**src/rtl/dffe_ctl_seq_if.sv**
```systemverilog
`default_nettype none
// ============================================================================
// Module   : dffe_ctl_seq_if
// Brief    : Control/status bundle between a requester and dffe_ctl_seq.
// Revision : 1.0 - initial release
// ============================================================================
interface dffe_ctl_seq_if #(
    parameter int DIV_W = 8
);
    logic             start;
    logic [1:0]       mode;
    logic [DIV_W-1:0] div;
    logic [DIV_W-1:0] count;
    logic             abort;
    logic             ena;
    logic             rsn;
    logic             prn;
    logic             busy;
    logic             done;
    logic             err;

    modport master (
        output start, mode, div, count, abort,
        input  ena, rsn, prn, busy, done, err
    );

    modport slave (
        input  start, mode, div, count, abort,
        output ena, rsn, prn, busy, done, err
    );
endinterface
`default_nettype wire

```
**src/rtl/dffe_ctl_seq.sv**
```systemverilog
`default_nettype none
// ============================================================================
// Module   : dffe_ctl_seq
// Brief    : Clear/preset phase followed by a programmed train of enable pulses.
// Revision : 1.0 - initial release
// ============================================================================
module dffe_ctl_seq #(
    parameter int HOLD_CYC = 2,
    parameter int DIV_W    = 8
) (
    input  wire logic          clk,
    input  wire logic          rst,
    dffe_ctl_seq_if.slave      bus
);
    typedef enum logic [2:0] {
        S_IDLE   = 3'd0,
        S_ASSERT = 3'd1,
        S_GAP    = 3'd2,
        S_LOAD   = 3'd3,
        S_DONE   = 3'd4
    } state_t;

    localparam logic [1:0]       c_MODE_LOAD = 2'b00;
    localparam logic [1:0]       c_MODE_CLR  = 2'b01;
    localparam logic [1:0]       c_MODE_PRE  = 2'b10;
    localparam logic [1:0]       c_MODE_RSV  = 2'b11;
    localparam logic [3:0]       c_HOLD_LAST = 4'(HOLD_CYC - 1);
    localparam logic [DIV_W-1:0] c_ZERO      = '0;
    localparam logic [DIV_W-1:0] c_ONE       = DIV_W'(1);

    state_t           r_state, w_state_nx;
    logic             r_go, w_go_nx;
    logic             r_rej, w_rej_nx;
    logic [1:0]       r_mode, w_mode_nx;
    logic [DIV_W-1:0] r_div, w_div_nx;
    logic [DIV_W-1:0] r_cnt, w_cnt_nx;
    logic [DIV_W-1:0] r_dcnt, w_dcnt_nx;
    logic [3:0]       r_hcnt, w_hcnt_nx;

    logic r_ena, r_rsn, r_prn, r_busy, r_done, r_err;
    logic w_ena_nx, w_rsn_nx, w_prn_nx, w_busy_nx, w_done_nx, w_err_nx;

    // A start accepted in IDLE only arms r_go; the sequence itself begins on the
    // following edge, so every output phase starts one cycle after the request.
    always_comb begin
        w_state_nx = r_state;
        w_go_nx    = 1'b0;
        w_rej_nx   = 1'b0;
        w_mode_nx  = r_mode;
        w_div_nx   = r_div;
        w_cnt_nx   = r_cnt;
        w_dcnt_nx  = r_dcnt;
        w_hcnt_nx  = r_hcnt;

        if (bus.abort) begin
            w_state_nx = S_IDLE;
        end else begin
            case (r_state)
                S_IDLE: begin
                    if (r_go) begin
                        if (r_mode == c_MODE_LOAD) begin
                            w_dcnt_nx  = c_ZERO;
                            w_state_nx = (r_cnt == c_ZERO) ? S_DONE : S_LOAD;
                        end else begin
                            w_hcnt_nx  = 4'd0;
                            w_state_nx = S_ASSERT;
                        end
                    end else if (bus.start) begin
                        if (bus.mode == c_MODE_RSV) begin
                            w_rej_nx = 1'b1;
                        end else begin
                            w_go_nx   = 1'b1;
                            w_mode_nx = bus.mode;
                            w_div_nx  = bus.div;
                            w_cnt_nx  = bus.count;
                        end
                    end
                end
                S_ASSERT: begin
                    if (r_hcnt == c_HOLD_LAST) begin
                        w_state_nx = S_GAP;
                    end else begin
                        w_hcnt_nx = r_hcnt + 4'd1;
                    end
                end
                S_GAP: begin
                    w_dcnt_nx  = c_ZERO;
                    w_state_nx = (r_cnt == c_ZERO) ? S_DONE : S_LOAD;
                end
                S_LOAD: begin
                    // r_cnt counts remaining pulses down, so it cannot wrap.
                    if (r_dcnt == r_div) begin
                        w_dcnt_nx = c_ZERO;
                        w_cnt_nx  = r_cnt - c_ONE;
                        if (r_cnt == c_ONE) begin
                            w_state_nx = S_DONE;
                        end
                    end else begin
                        w_dcnt_nx = r_dcnt + c_ONE;
                    end
                end
                S_DONE: begin
                    w_state_nx = S_IDLE;
                end
                default: begin
                    w_state_nx = S_IDLE;
                end
            endcase
        end

        w_ena_nx  = (w_state_nx == S_LOAD) && (w_dcnt_nx == r_div);
        w_rsn_nx  = !((w_state_nx == S_ASSERT) && (r_mode == c_MODE_CLR));
        w_prn_nx  = !((w_state_nx == S_ASSERT) && (r_mode == c_MODE_PRE));
        w_busy_nx = (w_state_nx != S_IDLE);
        w_done_nx = (w_state_nx == S_DONE);
        w_err_nx  = r_rej;
    end

    always_ff @(posedge clk) begin
        if (rst) begin
            r_state <= S_IDLE;
            r_go    <= 1'b0;
            r_rej   <= 1'b0;
            r_mode  <= 2'b00;
            r_div   <= c_ZERO;
            r_cnt   <= c_ZERO;
            r_dcnt  <= c_ZERO;
            r_hcnt  <= 4'd0;
            r_ena   <= 1'b0;
            r_rsn   <= 1'b1;
            r_prn   <= 1'b1;
            r_busy  <= 1'b0;
            r_done  <= 1'b0;
            r_err   <= 1'b0;
        end else begin
            r_state <= w_state_nx;
            r_go    <= w_go_nx;
            r_rej   <= w_rej_nx;
            r_mode  <= w_mode_nx;
            r_div   <= w_div_nx;
            r_cnt   <= w_cnt_nx;
            r_dcnt  <= w_dcnt_nx;
            r_hcnt  <= w_hcnt_nx;
            r_ena   <= w_ena_nx;
            r_rsn   <= w_rsn_nx;
            r_prn   <= w_prn_nx;
            r_busy  <= w_busy_nx;
            r_done  <= w_done_nx;
            r_err   <= w_err_nx;
        end
    end

    assign bus.ena  = r_ena;
    assign bus.rsn  = r_rsn;
    assign bus.prn  = r_prn;
    assign bus.busy = r_busy;
    assign bus.done = r_done;
    assign bus.err  = r_err;
endmodule
`default_nettype wire

```
**src/flat_wrapper.sv**
```systemverilog
// flat-port wrapper written by rule: the top's interface ports become plain ports
module dffe_ctl_seq_flat 
#(
    parameter int HOLD_CYC = 2,
    parameter int DIV_W    = 8
)
  (clk, rst, bus_start, bus_mode, bus_div, bus_count, bus_abort, bus_ena, bus_rsn, bus_prn, bus_busy, bus_done, bus_err);
  dffe_ctl_seq_if #(.DIV_W(DIV_W)) bus_i ();
  input  wire logic clk;
  input  wire logic rst;
  input wire logic [$bits(bus_i.start)-1:0] bus_start;
  input wire logic [$bits(bus_i.mode)-1:0] bus_mode;
  input wire logic [$bits(bus_i.div)-1:0] bus_div;
  input wire logic [$bits(bus_i.count)-1:0] bus_count;
  input wire logic [$bits(bus_i.abort)-1:0] bus_abort;
  output wire logic [$bits(bus_i.ena)-1:0] bus_ena;
  output wire logic [$bits(bus_i.rsn)-1:0] bus_rsn;
  output wire logic [$bits(bus_i.prn)-1:0] bus_prn;
  output wire logic [$bits(bus_i.busy)-1:0] bus_busy;
  output wire logic [$bits(bus_i.done)-1:0] bus_done;
  output wire logic [$bits(bus_i.err)-1:0] bus_err;
  assign bus_i.start = bus_start;
  assign bus_i.mode = bus_mode;
  assign bus_i.div = bus_div;
  assign bus_i.count = bus_count;
  assign bus_i.abort = bus_abort;
  assign bus_ena = bus_i.ena;
  assign bus_rsn = bus_i.rsn;
  assign bus_prn = bus_i.prn;
  assign bus_busy = bus_i.busy;
  assign bus_done = bus_i.done;
  assign bus_err = bus_i.err;
  dffe_ctl_seq #(.HOLD_CYC(HOLD_CYC), .DIV_W(DIV_W)) u_core (.clk(clk), .rst(rst), .bus(bus_i));
endmodule
```
**config.mk**
```make
export PLATFORM = sky130hd
export DESIGN_NAME = dffe_ctl_seq_flat
export DESIGN_NICKNAME = d
export VERILOG_FILES = /design/src/rtl/dffe_ctl_seq_if.sv /design/src/rtl/dffe_ctl_seq.sv /design/src/flat_wrapper.sv
export SDC_FILE = /design/constraint.sdc
export NUM_CORES = 1
export LEC_CHECK = 0
export ABC_AREA = 0
export ABC_CLOCK_PERIOD_IN_PS = 3500
export CORE_MARGIN = 4
export CORE_UTILIZATION = 60
export CTS_CLUSTER_SIZE = 25
export DETAILED_ROUTE_END_ITERATION = 7
export PLACE_DENSITY = 0.94
export SETUP_SLACK_MARGIN = 0.4
export SYNTH_ARGS = -nofsm -noshare
export SYNTH_HDL_FRONTEND = slang
export SYNTH_SLANG_ARGS = --single-unit
```
**constraint.sdc**
```tcl
create_clock -name clk -period 3.5 [get_ports clk]
set_input_delay 0.875 -clock clk [delete_from_list [all_inputs] [get_ports clk]]
set_output_delay 0.875 -clock clk [all_outputs]
set_load 0.005 [all_outputs]
```
; Yosys cells after proc, flatten, opt, wreduce, memory -nomap -nowiden
; Cells that the tools add are included.
[totals]
regBits = 41
latchBits = 0
mem_bits_rw = 0
rom_bits = 0
in_bits = 22
out_inout_bits = 6
word_cells = 81
mem_count = 0
[classes]
add_sub_neg = 3
multipliers = 0
div = 0
magnitude_cmp = 0
eq_ne = 20
shifts = 0
mux = 24
bitwise_logic = 5
reduce_logical = 15
[op_table]
columns = op, count
row1 = 8-bit 2-to-1 mux, 8
row2 = 8-bit case mux with 3 select lines, 1
row3 = 3-bit 2-to-1 mux, 7
row4 = 8-bit equality test, 2
row5 = 8-bit case mux with 2 select lines, 1
row6 = 4-bit 2-to-1 mux, 3
row7 = 3-bit case mux with 4 select lines, 1
row8 = 2-bit inequality test (second input constant), 5
row9 = 5-bit AND reduction, 2
row10 = 3-bit by 2-bit equality test with 1-bit output (second input constant), 3
row11 = 8-bit by 1-bit adder with 8-bit output (second input constant), 1
row12 = 8-bit by 1-bit equality test with 1-bit output (second input constant), 1
row13 = 8-bit zero test, 1
row14 = 4-bit case mux with 2 select lines, 1
row15 = 8-bit by 1-bit subtractor with 8-bit output (second input constant), 1
row16 = 3-bit by 1-bit equality test with 1-bit output (second input constant), 2
row17 = 6-bit AND reduction, 1
row18 = 1-bit inverter, 5
row19 = 5-bit OR reduction, 1
row20 = 4-bit by 1-bit adder with 4-bit output (second input constant), 1
row21 = 2-bit equality test (second input constant), 2
row22 = 4-bit by 1-bit equality test with 1-bit output (second input constant), 1
row23 = 2-bit by 1-bit inequality test with 1-bit output (second input constant), 2
row24 = 2-bit nonzero test, 2
row25 = other kinds (8), 12

; Logic depth before layout (Yosys ltp)
; Gate-level depths: netlist of run 1.
[depth]
word_depth = 9
depth_mapped = 9
ltp_nobuf = 9

; Worst setup path before layout of run 1
; OpenSTA, ideal clock, no wires.
[synth_timing]
kind = input-to-reg
startpoint = in bus_abort
endpoint = reg u_core.r_ena, in the netlist u_core.bus.ena
setup_time_ns = 0.088
arrival_time_ns = 2.413
slack_ns = 0.999
stages = 8
path_buffers = 1
path_cell_list = or2_1 > nor2_2 > o21ai_2 > buf_6 > o41ai_2 > a21oi_1 > or4_1 > nor4_2
[synth_between]
elab_chain_cells = 3
[synth_rtl]
columns = element, line_no
row1 = "start, declared", flat_wrapper.sv:15  ; input wire logic [$bits(bus_i.abort)-1:0] bus_abort;
row2 = 8-bit 2-to-1 mux or 3-bit 2-to-1 mux (tied branches), dffe_ctl_seq.sv:55  ; if (bus.abort) begin
row3 = 8-bit equality test or 3-bit by 2-bit equality test with 1-bit output (tied branches), dffe_ctl_seq.sv:111  ; w_ena_nx = (w_state_nx == S_LOAD) && (w_dcnt_nx == r_div);
row4 = 1-bit logical AND *, dffe_ctl_seq.sv:111
row5 = "end signal, assigned", dffe_ctl_seq.sv:144  ; r_ena <= w_ena_nx;
row6 = "end, declared", dffe_ctl_seq.sv:40  ; logic r_ena, r_rsn, r_prn, r_busy, r_done, r_err;
; Mark *: on every way between the ends. The rest lies on a longest branch, timed or not.
; A chain may end at the register's enable or synchronous reset.

; Worst setup path after layout of run 1
; Ends and elaborated chain as after synthesis.

==> results of run 1 <==
## worst max-delay path, delay by kind of cell
kind | cells | cell delay, ns
AO/OA/AOI/OAI | 3 | 0.50
buffers and inverters | 1 | 0.51
AND/OR/NAND/NOR | 4 | 1.25
## cell usage after synthesis, drive strengths merged (2+ instances only)
| library cell | n | area (sq um) |
|---|---|---|
| or2 | 4 | 27.5 |
| nor3 | 8 | 50.1 |
| nor2b | 6 | 37.5 |
| dfxtp | 41 | 821 |
| buf | 8 | 48.8 |
| nand4 | 9 | 56.3 |
| o221ai | 2 | 17.5 |
| a22oi | 3 | 22.5 |
| or3 | 5 | 32.5 |
| inv | 11 | 41.3 |
| mux2i | 11 | 110 |
| o211ai | 2 | 15.0 |
| nor4 | 4 | 31.3 |
| or4 | 2 | 15.0 |
| a21oi | 25 | 129 |
| nor2 | 44 | 168 |
| xnor2 | 13 | 114 |
| a211oi | 4 | 30.0 |
| nand3 | 9 | 50.1 |
| nand2 | 22 | 82.6 |
| o21ai | 21 | 109 |
| clkbuf | 7 | 26.3 |
| o2111ai | 2 | 17.5 |
| or3b | 2 | 17.5 |
| ha | 6 | 75.1 |
| a221oi | 2 | 17.5 |
| nand3b | 2 | 15.0 |
## area by class of cell
class / count / area [sq um]
Clock buffer: 7 / 86.3
Clock inverter: 1 / 30.0
Fill cell: 282 / 972
Inverter: 11 / 41.3
Multi-Input combinational cell: 225 / 1390
Sequential cell: 41 / 821
Tap cell: 48 / 60.1
Timing Repair Buffer: 30 / 293
## cells in the final DEF (no fill, tap or decap), types with 9 or more instances in the layout
cell type | synthesis | final
nand4_1 | 9 | 9
nand2_1 | 22 | 22
o21ai_0 | 17 | 17
nor2_1 | 43 | 43
dfxtp_1 | 41 | 41
clkdlybuf4s50_1 | 0 | 27
xnor2_1 | 13 | 13
mux2i_1 | 11 | 11
inv_1 | 11 | 11
a21oi_1 | 24 | 24
## sequential cells by signal (all words and copies together) (netlist names)
signal	count
u_core.r_go	1
u_core.r_rej	1
u_core.bus.err	1
u_core.r_state	3
u_core.r_cnt	8
u_core.bus.rsn	1
u_core.r_div	8
u_core.r_mode	2
u_core.r_dcnt	8
u_core.bus.prn	1
u_core.bus.done	1
u_core.bus.ena	1
u_core.r_hcnt	4
u_core.bus.busy	1
## stage by stage
step | utilization (%) | setup WS [ns] | total power [mW] | hold slack, ns | cells
global route | 73.6 | 0.437 | 1.07 | 0.470 | 363
global placement | 70.5 | 0.381 | 0.636 | 0.423 | 355
floorplan | - | 0.999 | 0.591 | 0.412 | 292
CTS | 73.6 | 0.574 | 1.03 | 0.455 | 363
detailed placement | 70.5 | 0.296 | 0.640 | 0.439 | 355
finish | 73.6 | 0.575 | 1.02 | 0.450 | 363
## cells by family (layout without fill, tap and decap cells)
family                   after synthesis  after routing  share of synthesized area (%)
AND/OR/NAND/NOR                      123            123                           27.2
AO/OA/AOI/OAI                         72             72                           19.6
flip-flops                            41             41                           35.3
buffers and inverters                 26             49                           5.01
XOR/XNOR                              13             13                           4.90
multiplexers                          11             11                           4.74
adder cells (fa/ha/maj)                6              6                           3.23
## per-layer routing
| metal | vias to the layer above | track usage (%) |
|---|---|---|
| li1 | 1088 | - |
| met1 | 1012 | 25.8 |
| met2 | 76 | 35.4 |
| met3 | 9 | 5.32 |
| met4 | 0 | 8.30 |
| met5 | - | 0 |
## worst paths after layout
kind | start | endpoint | slack, ns | cells past startpoint
hold / removal | u_core.r_rej | u_core.bus.err | 0.45 | 1
setup reg to reg | u_core.r_dcnt[0] | u_core.bus.ena | 0.88 | 7
hold reg to reg | u_core.r_rej | u_core.bus.err | 0.45 | 1
setup / recovery | bus_abort | u_core.bus.ena | 0.57 | 8
## power groups by stage
stage / logic, mW / registers (mW) / clock network [mW]
detailed placement: 0.134 / 0.505 / 0
CTS: 0.135 / 0.494 / 0.400
floorplan: 0.0906 / 0.501 / 0
global placement: 0.131 / 0.504 / 0
global route: 0.152 / 0.497 / 0.422
finish: 0.136 / 0.495 / 0.392
==> results.sh, run 1 <==
export IMPL_p_comb_share_pct=13.3
export IMPL_dr_wl_met3_um=326
export IMPL_gp_congestion=0.874
export IMPL_irDropWorstVdd_uv=304
export IMPL_setup_viol=0
export IMPL_synthFlopType="dfxtp_1"
export IMPL_yosysWarningCount=0
export IMPL_cts_setup_buffers=0
export IMPL_cap_violations=0
export IMPL_critPathKind="in -> reg"
export IMPL_wl_met2_mm=2.39
export IMPL_place_area_sq_um=2600
export IMPL_cts_resized=0
export IMPL_grt_pass1_wl_mm=8.43
export IMPL_p_int_uw=777
export IMPL_m1WireLength_mm=2.30
export IMPL_antenna_found_initial=0
export IMPL_pwr_share_seq_pct=48.4
export IMPL_cts_hold_buf=0
export IMPL_status="finished, final reports clean"
export IMPL_initial_core_util_pct=63.0
export IMPL_p_sw_share_pct=24.1
export IMPL_fp_dieH_um=70.2
export IMPL_wl_per_cell_um=14.1
export IMPL_async_flop_share_pct=0
export IMPL_switchingPower_uw=246
export IMPL_synth_area_per_cell_sq_um=7.95
export IMPL_syn_area_sq_um=2320
export IMPL_num_antenna_cells=0
export IMPL_clock_latency_ns=0.30
export IMPL_die_area_sq_um=4930
export IMPL_drc=0
export IMPL_final_area_sq_um=2720
export IMPL_route_vias_total=2185
export IMPL_worst_pin_slew_ns=0.668
export IMPL_drive_above_1_share_pct=7.30
export IMPL_routed_top_layer="met4"
export IMPL_clockPowerShare_pct=38.4
export IMPL_synth_cells=292
export IMPL_finClkSkew_ns=0.00732
export IMPL_clk_pin_slew_ns=0.08
export IMPL_startpoint_type="primary input"
export IMPL_critical_path_max_stage_delay_ns=0.56
export IMPL_clock_sinks=41
export IMPL_ys_types=56
export IMPL_numPortBuffers=27
export IMPL_cts_tree="built"
export IMPL_path_cells="clkdlybuf4s50_1 -> or2_1 -> nor2_2 -> o21ai_2 -> o21ai_0 -> a21oi_1 -> or4_1 -> nor4_2"
export IMPL_fin_crit_ns=2.93
export IMPL_worstPathRequired_ns=3.71
export IMPL_ys_ff_latch=41
export IMPL_hold_class="reg -> reg"
export IMPL_htree_levels=2
export IMPL_p_leak_nw=0.996
export IMPL_grt_start_max_net_pins=35
export IMPL_rows=22
export IMPL_synth_seq_area_share_pct=35.3
export IMPL_fin_nets=342
export IMPL_drt_initial_drc_count=158
export IMPL_slew_violations=0
export IMPL_powerDensity_nw_per_um2=377
export IMPL_ant_nets=0
export IMPL_cts_root_buffer="clkbuf_8"
export IMPL_setup_tns_final_ns=0
export IMPL_slowest_stage="or4_1"
export IMPL_viasPerCell=6.02
export IMPL_worst_endpoint_arrival_ns=3.14
export IMPL_cp_end_kind="flop"
export IMPL_syn_to_final_growth_pct=17.0
export IMPL_core_area_sq_um=3690
export IMPL_synth_nets=320
export IMPL_first_pass_iters=4
export IMPL_grt_total_usage_pct=21.1
export IMPL_grt_pass1_vias=1940
export IMPL_synth_edf_count=0
export IMPL_crit_fanout=12
export IMPL_hpwlAfterDp_mm=3.72
export IMPL_hold_viol=0
export IMPL_slew_headroom_pct=55.1
export IMPL_routed_wl_mm=5.11
export IMPL_cts_buffer_depth=2
export IMPL_die_w_um=70.2
export IMPL_overflow=0
export IMPL_rsz0062_at_grt="no"
export IMPL_numCtsBuffers=5
export IMPL_fmax_ghz=0.342
export IMPL_finalCritPeriodShare_pct=83.6
export IMPL_design_portCount=28
Power figures use the tool's default switching activity.
==> run 2: changes to the inputs <==
--- a/config.mk
+++ b/config.mk
@@ -6,12 +6,12 @@
 export NUM_CORES = 1
 export LEC_CHECK = 0
 export ABC_AREA = 0
-export ABC_CLOCK_PERIOD_IN_PS = 3500
+export ABC_CLOCK_PERIOD_IN_PS = 2800
 export CORE_MARGIN = 4
-export CORE_UTILIZATION = 60
+export CORE_UTILIZATION = 55
 export CTS_CLUSTER_SIZE = 25
 export DETAILED_ROUTE_END_ITERATION = 7
-export PLACE_DENSITY = 0.94
+export PLACE_DENSITY = 0.88
 export SETUP_SLACK_MARGIN = 0.4
 export SYNTH_ARGS = -nofsm -noshare
 export SYNTH_HDL_FRONTEND = slang
==> constraint.sdc (replaced) <==
create_clock -name clk -period 2.8 [get_ports clk]
set_input_delay 0.7 -clock clk [delete_from_list [all_inputs] [get_ports clk]]
set_output_delay 0.7 -clock clk [all_outputs]
set_load 0.005 [all_outputs]
==> results.sh, run 2 (same netlist as run 1, synthesis figures left out) <==
export IMPL_dp_cells=372
export IMPL_worst_pin_slew_ns=0.452
export IMPL_final_cell_count_no_fill=386
export IMPL_routed_wl_mm=6.10
export IMPL_cts_hold_buf=0
export IMPL_first_pass_iters=5
export IMPL_top_regs="u_core.r_cnt: 8 flops, u_core.r_dcnt: 8 flops, u_core.r_div: 8 flops"
export IMPL_utilization_pct=74.1
export IMPL_fmax_ghz=0.420
export IMPL_grt_pass1_wl_mm=9.47
export IMPL_irDropWorstVdd_uv=286
export IMPL_grt_total_usage_pct=22.4
export IMPL_die_area_sq_um=5330
export IMPL_holdWs_ns=0.454
export IMPL_powerDensity_nw_per_um2=402
export IMPL_cts_root_buffer="clkbuf_8"
export IMPL_startpoint_type="primary input"
export IMPL_drc=0
export IMPL_grt_pass1_vias=2105
export IMPL_use_met2_pct=36.6
export IMPL_cts_tree="built"
export IMPL_crit_fanout=6
export IMPL_rsz0062_at_grt="no"
export IMPL_drive_above_1_share_pct=21.4
export IMPL_route_vias_total=2341
export IMPL_num_antenna_cells=0
export IMPL_clockPowerShare_pct=31.6
export IMPL_hpwlAfterDp_mm=4.09
export IMPL_worst_endpoint_arrival_ns=2.59
export IMPL_drt_initial_drc_count=193
export IMPL_clk_pin_slew_ns=0.08
export IMPL_post_place_ws_ns=-0.0775
export IMPL_grt_start_max_net_pins=35
export IMPL_cp_end_kind="flop"
export IMPL_core_area_sq_um=4030
export IMPL_switchingPower_uw=331
export IMPL_p_sw_share_pct=27.6
export IMPL_setup_ws_ns=0.419
export IMPL_critPathKind="in -> reg"
export IMPL_hold_class="reg -> reg"
export IMPL_clock_sinks=41
export IMPL_pwr_share_seq_pct=51.6
export IMPL_htree_levels=2
export IMPL_wl_per_cell_um=15.8
export IMPL_rows=23
export IMPL_overflow=0
export IMPL_hold_viol=0
export IMPL_numCtsBuffers=5
export IMPL_viasPerCell=6.06
export IMPL_worstPathRequired_ns=3.01
export IMPL_numPortBuffers=27
export IMPL_grt_busiest_layer="met2"
export IMPL_p_leak_nw=1.11
export IMPL_status="finished, final reports clean"
export IMPL_syn_to_final_growth_pct=28.6
export IMPL_gp_congestion=0.949
export IMPL_grt_use_met3_pct=4.68
export IMPL_layout_common_cells="42 x nor2_1, 29 x dfxtp_1, 26 x clkdlybuf4s50_1"
export IMPL_cts_buffer_depth=2
export IMPL_design_portCount=28
export IMPL_fp_dieH_um=73.0
export IMPL_gr_usage_met1_pct=28.9
export IMPL_p_comb_share_pct=16.8
export IMPL_fin_crit_ns=2.38
export IMPL_clock_latency_ns=0.30
export IMPL_antenna_found_initial=0
export IMPL_die_w_um=73.0
export IMPL_finClkSkew_ns=0.00656
export IMPL_reg2reg_slack_ns=0.43
export IMPL_setup_viol=0
export IMPL_finalCritPeriodShare_pct=85.0
export IMPL_p_int_uw=869
export IMPL_fin_nets=363
export IMPL_ant_nets=0
export IMPL_slew_violations=0
export IMPL_initial_core_util_pct=57.6
export IMPL_cap_violations=0
export IMPL_final_common_cell="nor2_1"
export IMPL_slew_headroom_pct=69.6
-- run 2: final cells by class --
class,count,area [sq um]
clock buffers,5,68.8
clock inverters,3,17.5
fillers,310,1040
inverters,11,41.3
multi-input cells,225,1500
flip-flops and latches,41,838
well taps,50,62.6
repair buffers,51,457
-- run 2: worst paths after layout --
path | start | to | cells past startpoint
worst max-delay path | bus_abort | u_core.bus.ena | 9
worst min register to register | u_core.r_rej | u_core.bus.err | 1
worst max register to register | u_core.r_state[0] | u_core.bus.ena | 7
worst min-delay path | u_core.r_rej | u_core.bus.err | 1
-- run 2: through the flow --
step / setup TNS, ns / power (mW) / area (sq um)
6_report: 0 / 1.20 / 2990
5_1_grt: 0 / 1.25 / 2990
4_1_cts: 0 / 1.19 / 2820
3_5_place_dp: -0.0775 / 0.812 / 2720
3_3_place_gp: -0.0433 / 0.806 / 2720
2_1_floorplan: 0 / 0.739 / 2320
-- run 2: worst max-delay path, cell delays in order --
cell	delay, ns
dlygate4sd2_1	0.26
or2_4	0.27
nor2_4	0.11
o21ai_4	0.09
buf_4	0.16
o31ai_4	0.20
a21oi_1	0.07
or4_4	0.50
nor4_4	0.23
-- run 2: timing repair --
item                                    4_1_cts  5_1_grt
endpoints found under the setup margin        1        6
pin swaps                                     4        8
buffers inserted                              1        5
gates resized for setup                       7       32
-- run 2: power groups by stage --
| stage | registers, mW | clock network (mW) | logic [mW] |
|---|---|---|---|
| final | 0.619 | 0.379 | 0.201 |
| after global routing | 0.622 | 0.408 | 0.220 |
| after CTS | 0.617 | 0.387 | 0.183 |
| after detailed placement | 0.631 | 0 | 0.181 |
| after global placement | 0.630 | 0 | 0.177 |
| after floorplan | 0.626 | 0 | 0.113 |
-- run 2: per-layer routing --
layer / part of all wire (%) / vias up
met4: 3.3 / 0
met5: 0 / -
li1: - / 1132
met1: 42 / 1077
met3: 7.7 / 22
met2: 47 / 110
